--- src/rtl/dequant_stream.sv ---
// dequant_stream: streaming multi-channel signed-int to fp32 dequantizer with a per-channel scale table
module dequant_stream #(
  parameter int IN_W = 32,
  parameter int NCH  = 4,
  parameter int CH_W = (NCH > 1) ? $clog2(NCH) : 1
) (
  input  logic            clk,
  input  logic            rst,
  input  logic            in_valid,
  output logic            in_ready,
  input  logic [IN_W-1:0] in_level,
  input  logic [CH_W-1:0] in_ch,
  input  logic            in_is_weight,
  output logic            out_valid,
  input  logic            out_ready,
  output logic [31:0]     out_data,
  output logic [CH_W-1:0] out_ch,
  output logic            out_ovfl,
  output logic            out_unfl,
  output logic            out_excp,
  input  logic            cfg_we,
  input  logic [CH_W:0]   cfg_addr,
  input  logic [31:0]     cfg_scale
);
  logic adv, v1, v2, v3, v4;
  logic [31:0] wtbl [NCH];
  logic [31:0] atbl [NCH];
  logic [CH_W-1:0] ch_m;
  logic [IN_W-1:0] a_lvl, b_mag, mag;
  logic [CH_W-1:0] a_ch, b_ch, c_ch, d_ch;
  logic [31:0] a_scl, b_scl, nrm, c_sdat, d_sdat;
  logic [4:0] lop, b_lop;
  logic b_neg, sgn, nan, lz, sz;
  logic [24:0] lsum;
  logic [5:0] c_exp;
  logic [23:0] c_sigl, c_sigs, msum;
  logic [7:0] c_se;
  logic c_sign, c_spc, d_sign, d_spc;
  logic [2:0] c_flg, d_flg;
  logic [47:0] d_prod;
  logic [9:0] d_exp, rexp;
  logic hi, rb, ovf;
  logic [22:0] fr;
  assign adv = !out_valid || out_ready;
  assign in_ready = adv;
  assign ch_m = (32'(in_ch) < NCH) ? in_ch : '0;
  always_ff @(posedge clk)
    for (int i = 0; i < NCH; i++) begin
      if (rst) begin
        wtbl[i] <= 32'h3ABFFFE0;
        atbl[i] <= 32'h36200013;
      end else if (cfg_we && 32'(cfg_addr[CH_W-1:0]) == i) begin
        if (cfg_addr[CH_W]) wtbl[i] <= cfg_scale;
        else atbl[i] <= cfg_scale;
      end
    end
  // magnitude is unsigned IN_W bits so the most negative level converts correctly
  always_comb begin
    mag = a_lvl[IN_W-1] ? -a_lvl : a_lvl;
    lop = '0;
    for (int i = 0; i < IN_W; i++) if (mag[i]) lop = 5'(i);
  end
  always_comb begin
    nrm = 32'(b_mag) << (5'd31 - b_lop);
    lsum = {1'b0, nrm[31:8]} + 25'(nrm[7] && (nrm[8] || |nrm[6:0]));
    sgn = b_neg ^ b_scl[31];
    nan = &b_scl[30:23];
    lz = b_mag == '0;
    sz = b_scl[30:23] == 8'd0;
  end
  // product of two [1,2) significands lies in [1,4); hidden bit is dropped before rounding
  always_comb begin
    hi = d_prod[47];
    fr = hi ? d_prod[46:24] : d_prod[45:23];
    rb = hi ? d_prod[23] && (d_prod[24] || |d_prod[22:0]) : d_prod[22] && (d_prod[23] || |d_prod[21:0]);
    msum = {1'b0, fr} + 24'(rb);
    rexp = d_exp + 10'(hi) + 10'(msum[23]);
    ovf = rexp > 10'd254;
  end
  always_ff @(posedge clk)
    if (rst) begin
      {v1, v2, v3, v4, out_valid} <= '0;
      out_data <= '0;
      out_ch <= '0;
      {out_ovfl, out_unfl, out_excp} <= '0;
    end else if (adv) begin
      {v1, v2, v3, v4, out_valid} <= {in_valid, v1, v2, v3, v4};
      a_lvl <= in_level;
      a_ch <= in_ch;
      a_scl <= in_is_weight ? wtbl[ch_m] : atbl[ch_m];
      b_mag <= mag;
      b_lop <= lop;
      b_neg <= a_lvl[IN_W-1];
      b_scl <= a_scl;
      b_ch <= a_ch;
      c_exp <= 6'(b_lop) + 6'(lsum[24]);
      c_sigl <= lsum[24] ? 24'h800000 : lsum[23:0];
      c_sigs <= {1'b1, b_scl[22:0]};
      c_se <= b_scl[30:23];
      c_sign <= sgn;
      c_spc <= nan || lz || sz;
      c_sdat <= nan ? 32'h7FC00000 : lz ? 32'd0 : {sgn, 31'd0};
      c_flg <= {1'b0, !nan && !lz && sz && |b_scl[22:0], nan};
      c_ch <= b_ch;
      d_prod <= 48'(c_sigl) * 48'(c_sigs);
      d_exp <= 10'(c_exp) + 10'(c_se);
      d_sign <= c_sign;
      d_spc <= c_spc;
      d_sdat <= c_sdat;
      d_flg <= c_flg;
      d_ch <= c_ch;
      out_data <= d_spc ? d_sdat : ovf ? {d_sign, 8'hFF, 23'd0} : {d_sign, rexp[7:0], msum[22:0]};
      {out_ovfl, out_unfl, out_excp} <= d_spc ? d_flg : {ovf, 2'b00};
      out_ch <= d_ch;
    end
endmodule

--- config.mk ---
export PLATFORM = sky130hd
export DESIGN_NAME = dequant_stream
export DESIGN_NICKNAME = d
export VERILOG_FILES = /design/src/rtl/dequant_stream.sv
export SDC_FILE = /design/constraint.sdc
export NUM_CORES = 2
export LEC_CHECK = 0
export ABC_AREA = 1
export BUFFER_PORTS_ARGS = -buffer_cell sky130_fd_sc_hd__buf_2
export CAP_MARGIN = 20
export CORE_UTILIZATION = 38
export CTS_CLUSTER_DIAMETER = 150
export DETAILED_ROUTE_END_ITERATION = 10
export GPL_TIMING_DRIVEN = 0
export MAX_ROUTING_LAYER = met4
export PLACE_DENSITY_LB_ADDON = 0.12
export REMOVE_ABC_BUFFERS = 1
export SYNTH_ARGS = -nofsm -noshare
export SYNTH_HDL_FRONTEND = slang
export SYNTH_SLANG_ARGS = --single-unit
--- constraint.sdc ---
create_clock -name clk -period 16.9 [get_ports clk]
set_input_delay 3.38 -clock clk [delete_from_list [all_inputs] [get_ports clk]]
set_output_delay 3.38 -clock clk [all_outputs]
set_load 0.05 [all_outputs]
==> results.py <==
metrics = {
    "outcome": {
        "outcome": "completed",
    },
    "critical_path": {
        "endpoint_kind": "flip-flop",
        "crit_fanout": 14,
        "worstPathArrival_ps": 8400,
        "startpoint": "c_sigl[12]$_SDFFCE_PP0P_",
        "regToRegStartpoint": "c_sigl[12]$_SDFFCE_PP0P_",
        "worstSetupPathType": "flip-flop to flip-flop",
        "required_ps": 17290,
        "r2r_cells": 27,
        "worst_r2r_endpoint": "d_prod[47]$_DFFE_PP_",
        "cp-start-kind": "flip-flop",
        "r2r_slack_ps": 8900,
    },
    "sta": {
        "hold_slack_ps": 397,
        "fmax_mhz": 125,
        "post-route-period-util_pct": 47.4,
        "fin_setup_tns_ps": 0,
        "worstMarginPinSlew_ps": 1170,
        "relSlewSlack_pct": 22.3,
        "setup_viol": 0,
        "maxSlewViolCount": 0,
        "rsz0062_at_grt": "no",
        "skew_ps": 31.4,
        "period_minus_slack_ps": 8000,
        "hold_viol": 0,
    },
    "place": {
        "gp_congestion": 0.839,
        "dp_hpwl_um": 85000,
        "port_buffers": 113,
        "dp_cells": 6398,
    },
    "layout": {
        "area_delta_synth_final_pct": 13.0,
        "fin_cells": 6531,
        "nets": 5699,
        "seqCellArea_um2": 16700,
        "multi_input_area_um2": 23000,
        "num-fill-cells": 11500,
        "final_util_pct": 43.2,
        "final_cell_mix": "nand2_1, inv_1, edfxtp_1",
        "layout_commonest_cell": "nand2_1",
        "n_antenna_cell": 0,
        "drive_gt1_share_pct": 7.31,
    },
    "synth": {
        "synth_enable_flop_cells": 528,
        "synth_top_area_share_pct": 35.7,
        "yosysWarnings": 0,
        "syn_inst": 4893,
        "async_flop_share_pct": 0,
        "yosys_register_bits": 570,
        "seq_area_frac_synth_pct": 37.6,
        "synthFlopType": "edfxtp_1",
        "synth.largest_area_cell": "edfxtp_1",
        "syn_area_um2": 44400,
        "avgSynthCellArea_um2": 9.08,
        "synth.distinct_cells": 61,
        "synth_area_leaders": "edfxtp_1, fa_1, nand2_1",
    },
    "drt": {
        "drtAntennaViolNets": 0,
        "drc": 0,
        "via_per_inst": 4.80,
        "num_vias": 31400,
        "dr.pass1.iters": 5,
        "wl_um": 115000,
        "wl_per_cell_um": 17.6,
        "drtIter0Drc": 1905,
    },
    "worst_hold_path": {
        "holdPathStages": 0,
        "hold_path_class": "flip-flop to flip-flop",
        "holdCritStartpoint": "a_scl[6]$_DFFE_PP_",
        "hold_end": "b_scl[6]$_DFFE_PP_",
    },
    "floorplanning": {
        "rows": 125,
        "core_area_um2": 116000,
        "start_util_pct": 38.3,
        "fp.dieH_um": 344,
        "dieArea_um2": 118000,
        "ioPinCount": 114,
        "die_x_um": 344,
    },
    "run": {
        "maxCapViolCount": 0,
    },
    "cts": {
        "cts-root-buf": "clkbuf_16",
        "clockBufferDepth": 3,
        "clk_pin_slew_ps": 60,
        "clkLatencyLatePin_ps": 660,
        "hold_buffers": 0,
        "post_cts_buffers": 0,
        "cts_tree": "done",
        "numCtsBuffers": 70,
        "ctsResizeCount": 0,
        "clkSinkCount": 570,
        "h-tree-depth": 3,
    },
    "global_route": {
        "grt_first_pass_wirelength_um": 184000,
        "grt_pass1_vias": 32800,
        "grt_usage_pct": 20.8,
        "overflow": 0,
        "grt_max_degree": 83,
        "antenna_found_initial": 0,
    },
}
## routing by layer
metal	vias up	GRT usage (%)	wire length, um
li1	15200	-	-
met1	15300	27.2	52600
met2	649	33.1	53400
met3	173	3.14	5690
met4	0	6.48	3490
met5	-	-	0
## cell families after synthesis
group,synth area share [%]
adders and majority gates,27.1
xor gates and xnor gates,1.79
buffers and inverters,10.8
AOI/OAI and AO/OA,5.89
muxes,0.383
DFF,37.6
and+or+nand+nor,16.5
## worst max-delay path, cell delays in order, from the launching register on
cell	delay, ps
edfxtp_1	880
buf_16	230
nand2_1	80
fa_1	510
inv_1	60
fa_1	520
inv_1	70
fa_1	520
inv_1	50
fa_1	490
inv_1	50
fa_1	530
inv_1	50
fa_1	470
inv_1	50
fa_1	500
inv_1	50
ha_1	330
a21oi_1	250
o21a_1	140
nand2_1	110
a21oi_1	460
o21ai_1	190
a21boi_0	350
o21ai_1	150
a31oi_1	330
o21ai_1	150
xor2_1	170
## state kept, by name, summed over array words and instances, names as in the netlist, 6 cells and up
signal and count:
d_exp 9, a_lvl 32, c_se 8, b_scl 32, b_mag 32, c_sigs 23, atbl 128, d_prod 48
c_exp 6, a_scl 32, wtbl 128, c_sigl 24, out_data 32
## Yosys cell counts (all sizes together) (25+ instances only)
cell type,instances
o22ai,34
o21ai,252
dfxtp,42
fa,484
clkbuf,174
nor2,509
a21oi,87
edfxtp,528
buf,25
inv,1051
nand2,1097
xor2,72
or2,26
nand3,95
nor4,28
a31oi,57
ha,187
## through the flow
step	setup WS [ps]	area (um^2)
floorplan	748	43600
global placement	-5380	46100
detailed placement	8900	47800
CTS	8860	50000
global route	8530	50200
finish	8900	50200
## worst max-delay path by stage
stage	depth (start not counted)	slack [ps]	to
2_1_floorplan	2	750	a_ch[0]$_DFFE_PP_
3_3_place_gp	3	-5380	a_lvl[0]$_DFFE_PP_
3_5_place_dp	27	8900	d_prod[47]$_DFFE_PP_
4_1_cts	26	8860	d_prod[47]$_DFFE_PP_
5_1_grt	27	8530	d_prod[47]$_DFFE_PP_
6_report	27	8900	d_prod[47]$_DFFE_PP_
## cell type report
cell class                 instances  share of cell area (%)
sequential                       570                    33.3
tap                             1524                    3.80
inverter                        1059                    7.94
clock inverter                    36                   0.683
timing repair buffer             187                    4.73
multi-input combinational       3065                    45.8
clock buffer                      90                    3.74
Power is left out: the tool's default activity adds up to more than one toggle a clock period on the data nets, which glitch-free logic cannot reach.
